**config.mk**
```make
export PLATFORM = sky130hd
export DESIGN_NAME = demux_1to8
export DESIGN_NICKNAME = d
export VERILOG_FILES = /design/src/rtl/demux_1to8.sv
export SDC_FILE = /design/constraint.sdc
export NUM_CORES = 1
export LEC_CHECK = 0
export BUFFER_PORTS_ARGS = -buffer_cell sky130_fd_sc_hd__buf_2
export CORE_AREA = 2 2 39 41
export CTS_CLUSTER_DIAMETER = 80
export DETAILED_ROUTE_END_ITERATION = 7
export DIE_AREA = 0 0 41 43
export PLACE_DENSITY_LB_ADDON = 0.3
export SLEW_MARGIN = 40
export SYNTH_ARGS = -nofsm -noshare
export SYNTH_HDL_FRONTEND = slang
export SYNTH_SLANG_ARGS = --single-unit
```
**constraint.sdc**
```tcl
create_clock -name clk -period 1.3 [get_ports clk]
set_clock_uncertainty 0.15 [all_clocks]
set_input_delay 0.26 -clock clk [delete_from_list [all_inputs] [get_ports clk]]
set_output_delay 0.26 -clock clk [all_outputs]
set_load 0.02 [all_outputs]
```
**src/rtl/demux_1to8.sv**
```systemverilog
// rtl/demux_1to8.sv - registered 1-to-8 demultiplexer with parameterised lane width
//
// Purpose:
//   Steers the data input a onto the output lane chosen by s and drives the
//   other seven lanes to zero. The result is registered, so f changes only on
//   the rising edge of clk. There is no combinational path from a or s to f.
//
// Ports:
//   clk    in   1     single clock, rising edge
//   rst_n  in   1     synchronous active-low reset; clears every lane
//   a      in   DW    data to steer
//   s      in   3     lane select, 0..7
//   f      out  8*DW  output lanes; lane k is f[k*DW +: DW]

module demux_1to8 #(
  parameter int unsigned DW = 1
) (
  input  logic            clk,
  input  logic            rst_n,
  input  logic [DW-1:0]   a,
  input  logic [2:0]      s,
  output logic [8*DW-1:0] f
);

  logic [8*DW-1:0] f_d;
  logic [8*DW-1:0] f_q;

  // Each lane compares its own index against s. This avoids a variable
  // part-select and gives one small decode per lane.
  always_comb begin
    f_d = '0;
    for (int k = 0; k < 8; k++) begin
      if (s == 3'(k)) begin
        f_d[k*DW +: DW] = a;
      end
    end
  end

  always_ff @(posedge clk) begin
    if (!rst_n) begin
      f_q <= '0;
    end else begin
      f_q <= f_d;
    end
  end

  assign f = f_q;

endmodule

```
# Yosys cells after proc, flatten, opt, wreduce, memory -nomap -nowiden
# Cells that the tools add are included.
# word_totals
ff_bits,8
inputBits,6
out_inout_bits,8
word_cells,24
# op_classes
eq_ne,7
reduce_logical,9
# op_table
op,count
AND reduction 2 bit,8
equality test 3 bit (second input constant),4
equality test 3 x 2 -> 1 bit (second input constant),2
equality test 3 x 1 -> 1 bit (second input constant),1
logical NOT 3 bit,1

# Logic depth before layout (Yosys ltp)
# Gate-level depths: netlist (run 1).
# logic_depth
ltp_word,2
depth_mapped,2
depth_no_buf,2

# Worst setup path before layout (run 1)
# OpenSTA, ideal clock, no wires.
# synth_timing
path_kind,input port to flip-flop
startpoint,input s[1]
endpoint,register f_q[0] (netlist: f[0])
setup_time_ns,0.065
t_arrival_ns,0.726
required_time_ns,1.085
path_slack_ns,0.359
stages,2
path_buffers,0
cell_sequence,or3b_1 nor2_1
# synth_between
elab_chain_len,2
# synth_rtl
element,line_no,source
start: declaration,21,"input logic [2:0] s,"
logical NOT 3 bit,33,if (s == 3'(k)) begin
AND reduction 2 bit (no line),n/a,
end signal: assignment,41,f_q <= '0;
end signal: assignment,43,f_q <= f_d;
end: declaration,26,logic [8*DW-1:0] f_q;
# Every way passes these cells.
# A chain may end at the register's enable or synchronous reset.

# Final worst setup path (run 1)
# layout_timing
startpoint,register f_q[3] (netlist: f[3])
endpoint,output f[3]
# layout_rtl
element,line_no,source
end: declaration,22,output logic [8*DW-1:0] f
# No word-level cell between the ends.

==> reports/metrics.cfg, run 1 <==
[status]
status=completed

[yosys]
syn_inst=22
syn_area_sq_um=228
seq_area_frac_synth=0.703
synth_warnings=0
synth.area.top_cells=dfxtp_1 70%, nor2_1 9.9%, nor3_1 4.4%
netlist.area_leader.share=0.703
postSynthAreaPerCell_sq_um=10.4
synth_cell_type_count=8
ys_ff_latch=8
synth_nets=28
synth_area_leader_cell=dfxtp_1

[sta]
maxSlewHeadroom=0.891
post-route-min-period_ns=1.11
worst_slew_pin_slew_ns=0.162
setup_tns_ns=0
finalCritPeriodShare=0.857
drv_slew=0
fmax_mhz=898
hold_viol_final=0
finalSetupViolations=0
rsz0062_at_grt=no

[setup_path]
crit_family=flip-flops
cp_cell_sequence=buf_2
end_kind=output pin
cp_slowest_cell=dfxtp_1
slowest_delay_ns=0.30
crit_required_ns=0.89
crit_path_start_kind=flop
worst-path-max-fanout=1
crit_arrival_ns=0.70
critPathKind=flop to output pin
critPathBufInv=1

[pwr]
swShare=0.210
power_density_nw_per_um2=1390
peakVddDrop_uv=316
power_mw=0.465
p_sw_mw=0.0975
intPower_mw=0.367
pwr-share-clk=0.393
p_leak_nw=0.163
p_comb_frac=0.069
seqPwrFrac=0.538

[global_routing]
grt_usage=0.0736
grt_pass1_wl_um=793
grt.overflow.total=0
grt_pass1_vias=189
grt_max_degree=6
grt_antenna_before_repair=0

[detailed_routing]
post-route-drc-count=0
dr.pass1.iters=2
drtIter0Drc=1
vias=187
via_per_inst=3.46
routed_wl_um=437
wl_per_cell_um=8.09
postRouteAntennaNets=0

[layout]
num-nets-final=46
drive_above_1_share=0.421
post-route-util=0.242
area_delta_synth_final_pct=47.3
fillers=160
antenna_cells=0
finalInstanceArea_sq_um=335
stdcell_count=54
largest_register_ffs=8
final_common_cell=buf_2
layout_common_cells=13 x buf_2, 8 x dfxtp_1, 6 x nor2_1

[placed_design]
gp_congestion=0.607
place_inst=51
placed_area_sq_um=313
port_buffers=13

[clock_tree]
numClockSinks=8
clockRootBuffer=clkbuf_4
clock_path_buffers=2
hold_buffers=0
post_cts_buffers=0
cts_resized=0
htree_levels=1
path_clk_slew_ns=0.05
cts_tree=built
tritoncts.num_buffers=3

[die]
die_w_um=41
num_io_pins=14
die_h_um=43
start_util=0.165
die-area_sq_um=1760
core_area_sq_um=1380
std_cell_rows=14

[flow_run]
maxCapViolations=0

[min_path]
holdPathEnd=f[6]
whs_path_depth=2
hp-class=input pin to flop
min-delay-start=s[0]

[power by group through the flow]
stage	clock network, mW	registers (mW)	logic, mW
2_1_floorplan	0	0.261	0.00985
3_3_place_gp	0	0.256	0.0324
3_5_place_dp	0	0.255	0.0323
4_1_cts	0.196	0.250	0.0323
5_1_grt	0.209	0.250	0.0370
6_report	0.183	0.250	0.0321
[worst max-delay path by stage]
stage / from / to / cells past startpoint
after CTS: f[3] / f[3] / 1
final: f[3] / f[3] / 1
after floorplan: s[1] / f[0] / 2
after detailed placement: s[1] / f[0] / 3
after global routing: f[7] / f[7] / 1
after global placement: s[1] / f[4] / 3
[synthesized netlist by cell type]
| master | number |
|---|---|
| dfxtp_1 | 8 |
| nand2_1 | 2 |
| nand2b_1 | 1 |
| nand3_1 | 1 |
| nand3b_1 | 1 |
| nor2_1 | 6 |
| nor3_1 | 2 |
| or3b_1 | 1 |
[area by class of cell]
type,count,area (sq um),area share
multi-input cells,14,67.6,0.201
well taps,16,20.0,0.0597
repair buffers,13,65.1,0.194
clock buffers,3,22.5,0.0672
flip-flops and latches,8,160,0.478
[metrics by stage]
| stage | setup slack, ns | hold WS, ns |
|---|---|---|
| 6_report | 0.186 | 0.0878 |
| 5_1_grt | 0.135 | 0.0995 |
| 3_3_place_gp | 0.225 | 0.347 |
| 2_1_floorplan | 0.359 | 0.188 |
| 4_1_cts | 0.168 | 0.0676 |
| 3_5_place_dp | 0.215 | 0.338 |
[per-layer routing]
layer  vias up  share of wire  global-route usage
met2        11           0.42              0.0656
met4         0          0.016               0.120
met1        70           0.44               0.101
li1        104              -                   -
met3         2           0.12              0.0157
met5         -              0                   0
[cell families after synthesis]
logic type and synth area share:
and+or+nand+nor 0.297, DFF 0.703
(Power assumes the default switching activity.)
==> inputs of run 2 (changes only) <==
==> constraint.sdc (replaced) <==
create_clock -name clk -period 1.05 [get_ports clk]
set_clock_uncertainty 0.15 [all_clocks]
set_input_delay 0.21 -clock clk [delete_from_list [all_inputs] [get_ports clk]]
set_output_delay 0.21 -clock clk [all_outputs]
set_load 0.02 [all_outputs]
==> reports/metrics.cfg, run 2 (synthesis results as in run 1) <==
[clock_tree]
htree_levels=1  ; unchanged
clock_path_buffers=2  ; unchanged
cts_tree=built
numClockSinks=8  ; unchanged
tritoncts.num_buffers=3  ; unchanged
post_cts_buffers=0  ; unchanged
hold_buffers=0  ; unchanged
clockRootBuffer=clkbuf_4
path_clk_slew_ns=0.05  ; about the same

[sta]
finalSetupViolations=0  ; unchanged
rsz0062_at_grt=yes
worst_slew_pin_slew_ns=0.146  ; -0.0167 ns
maxSlewHeadroom=0.902  ; +0.0112
fmax_mhz=962
setup_tns_ns=0  ; unchanged
drv_slew=0  ; unchanged
setup_ws_ns=0.0108  ; -0.175 ns
post-route-min-period_ns=1.04
finalCritPeriodShare=0.990
hold_viol_final=0  ; unchanged

[setup_path]
critPathBufInv=1  ; unchanged
cp_slowest_cell=dfxtp_2
crit_path_start_kind=flop
critPathKind=flop to output pin
cp_cell_sequence=buf_6
crit_arrival_ns=0.68  ; -0.02 ns
slowest_delay_ns=0.31  ; about the same
cp.depth=1  ; unchanged
crit_path_start=f[4]
end_kind=output pin
worst-path-max-fanout=1  ; unchanged
crit_family=flip-flops
crit_required_ns=0.69  ; -0.20 ns

[pwr]
p_comb_frac=0.086  ; +0.017
p_sw_mw=0.121  ; +24%
seqPwrFrac=0.532  ; -0.006
swShare=0.206  ; -0.00404
p_leak_nw=0.182  ; +11%
peakVddDrop_uv=361  ; +14%
intPower_mw=0.466  ; +27%
pwr-share-clk=0.382  ; -0.011
power_density_nw_per_um2=1430  ; +3.2%
power_mw=0.587  ; +26%

[layout]
area_delta_synth_final_pct=80.2
stdcell_count=56  ; +3.7%
largest_register_ffs=8  ; unchanged
num-nets-final=48  ; +4.3%
multi_input_area_sq_um=67.6  ; unchanged
antenna_cells=0  ; unchanged
post-route-util=0.297  ; +0.0542
fillers=154  ; -3.8%
regArea_sq_um=170  ; +6.2%
layout_common_cells=8 x dfxtp_2, 8 x buf_6, 6 x nor2_1
drive_above_1_share=0.650  ; +0.229

[global_routing]
grt_pass1_wl_um=669  ; -16%
grt_pass1_vias=184  ; -2.6%
grt.overflow.total=0  ; unchanged
grt_max_degree=5  ; -1
grt_antenna_before_repair=0  ; unchanged
grt_usage=0.0655  ; -0.00813

[detailed_routing]
vias=201  ; +7.5%
routed_wl_um=432  ; -1.1%
post-route-drc-count=0  ; unchanged
dr.pass1.iters=3  ; +1
wl_per_cell_um=7.71  ; -4.7%
postRouteAntennaNets=0  ; unchanged
drtIter0Drc=2  ; +1
via_per_inst=3.59  ; +3.6%

[min_path]
min-delay-start=s[1]
hp-class=input pin to flop
whs_path_depth=3  ; +1

[status]
status=completed

[die]
die_w_um=41  ; unchanged
start_util=0.165  ; unchanged
die-area_sq_um=1760  ; unchanged
std_cell_rows=14  ; unchanged
die_h_um=43  ; unchanged
num_io_pins=14  ; unchanged
core_area_sq_um=1380  ; unchanged

[placed_design]
place_inst=53  ; +3.9%
port_buffers=13  ; unchanged
gp_congestion=0.600  ; -1.0%
place_ws_ns=0.0167  ; -0.199 ns

[flow_run]
maxCapViolations=0  ; unchanged

[run 2: worst paths after layout]
path,end,slack [ns]
max,f[4],0.01
min,f[4],0.08
[run 2: what timing repair did]
action                     in CTS  in global routing
gates resized for setup        21                  3
setup endpoints to repair       8                  8
cloned                          0                  0
[run 2: cell type report]
cell class / instances / share of cell area
Timing Repair Buffer: 15 / 0.317
Multi-Input combinational cell: 14 / 0.165
Clock buffer: 3 / 0.0549
Sequential cell: 8 / 0.415
Tap cell: 16 / 0.0488
[run 2: per-layer routing]
layer	wire (um)	share of wire	track usage
met1	185	0.43	0.0747
met4	7	0.016	0.120
met2	199	0.46	0.0656
met3	40	0.093	0.0157
met5	0	0	0
[run 2: through the flow]
step / instance area, sq um / hold WS [ns]
CTS: 407 / 0.0696
finish: 410 / 0.0779
floorplan: 228 / 0.138
global placement: 328 / 0.346
global route: 410 / 0.102
detailed placement: 328 / 0.345
[run 2: power by group through the flow]
stage / clock network (mW) / registers, mW / logic [mW]
after global routing: 0.250 / 0.312 / 0.0571
after global placement: 0 / 0.316 / 0.0449
after detailed placement: 0 / 0.316 / 0.0452
final: 0.224 / 0.312 / 0.0507
after CTS: 0.236 / 0.312 / 0.0510
after floorplan: 0 / 0.323 / 0.0122
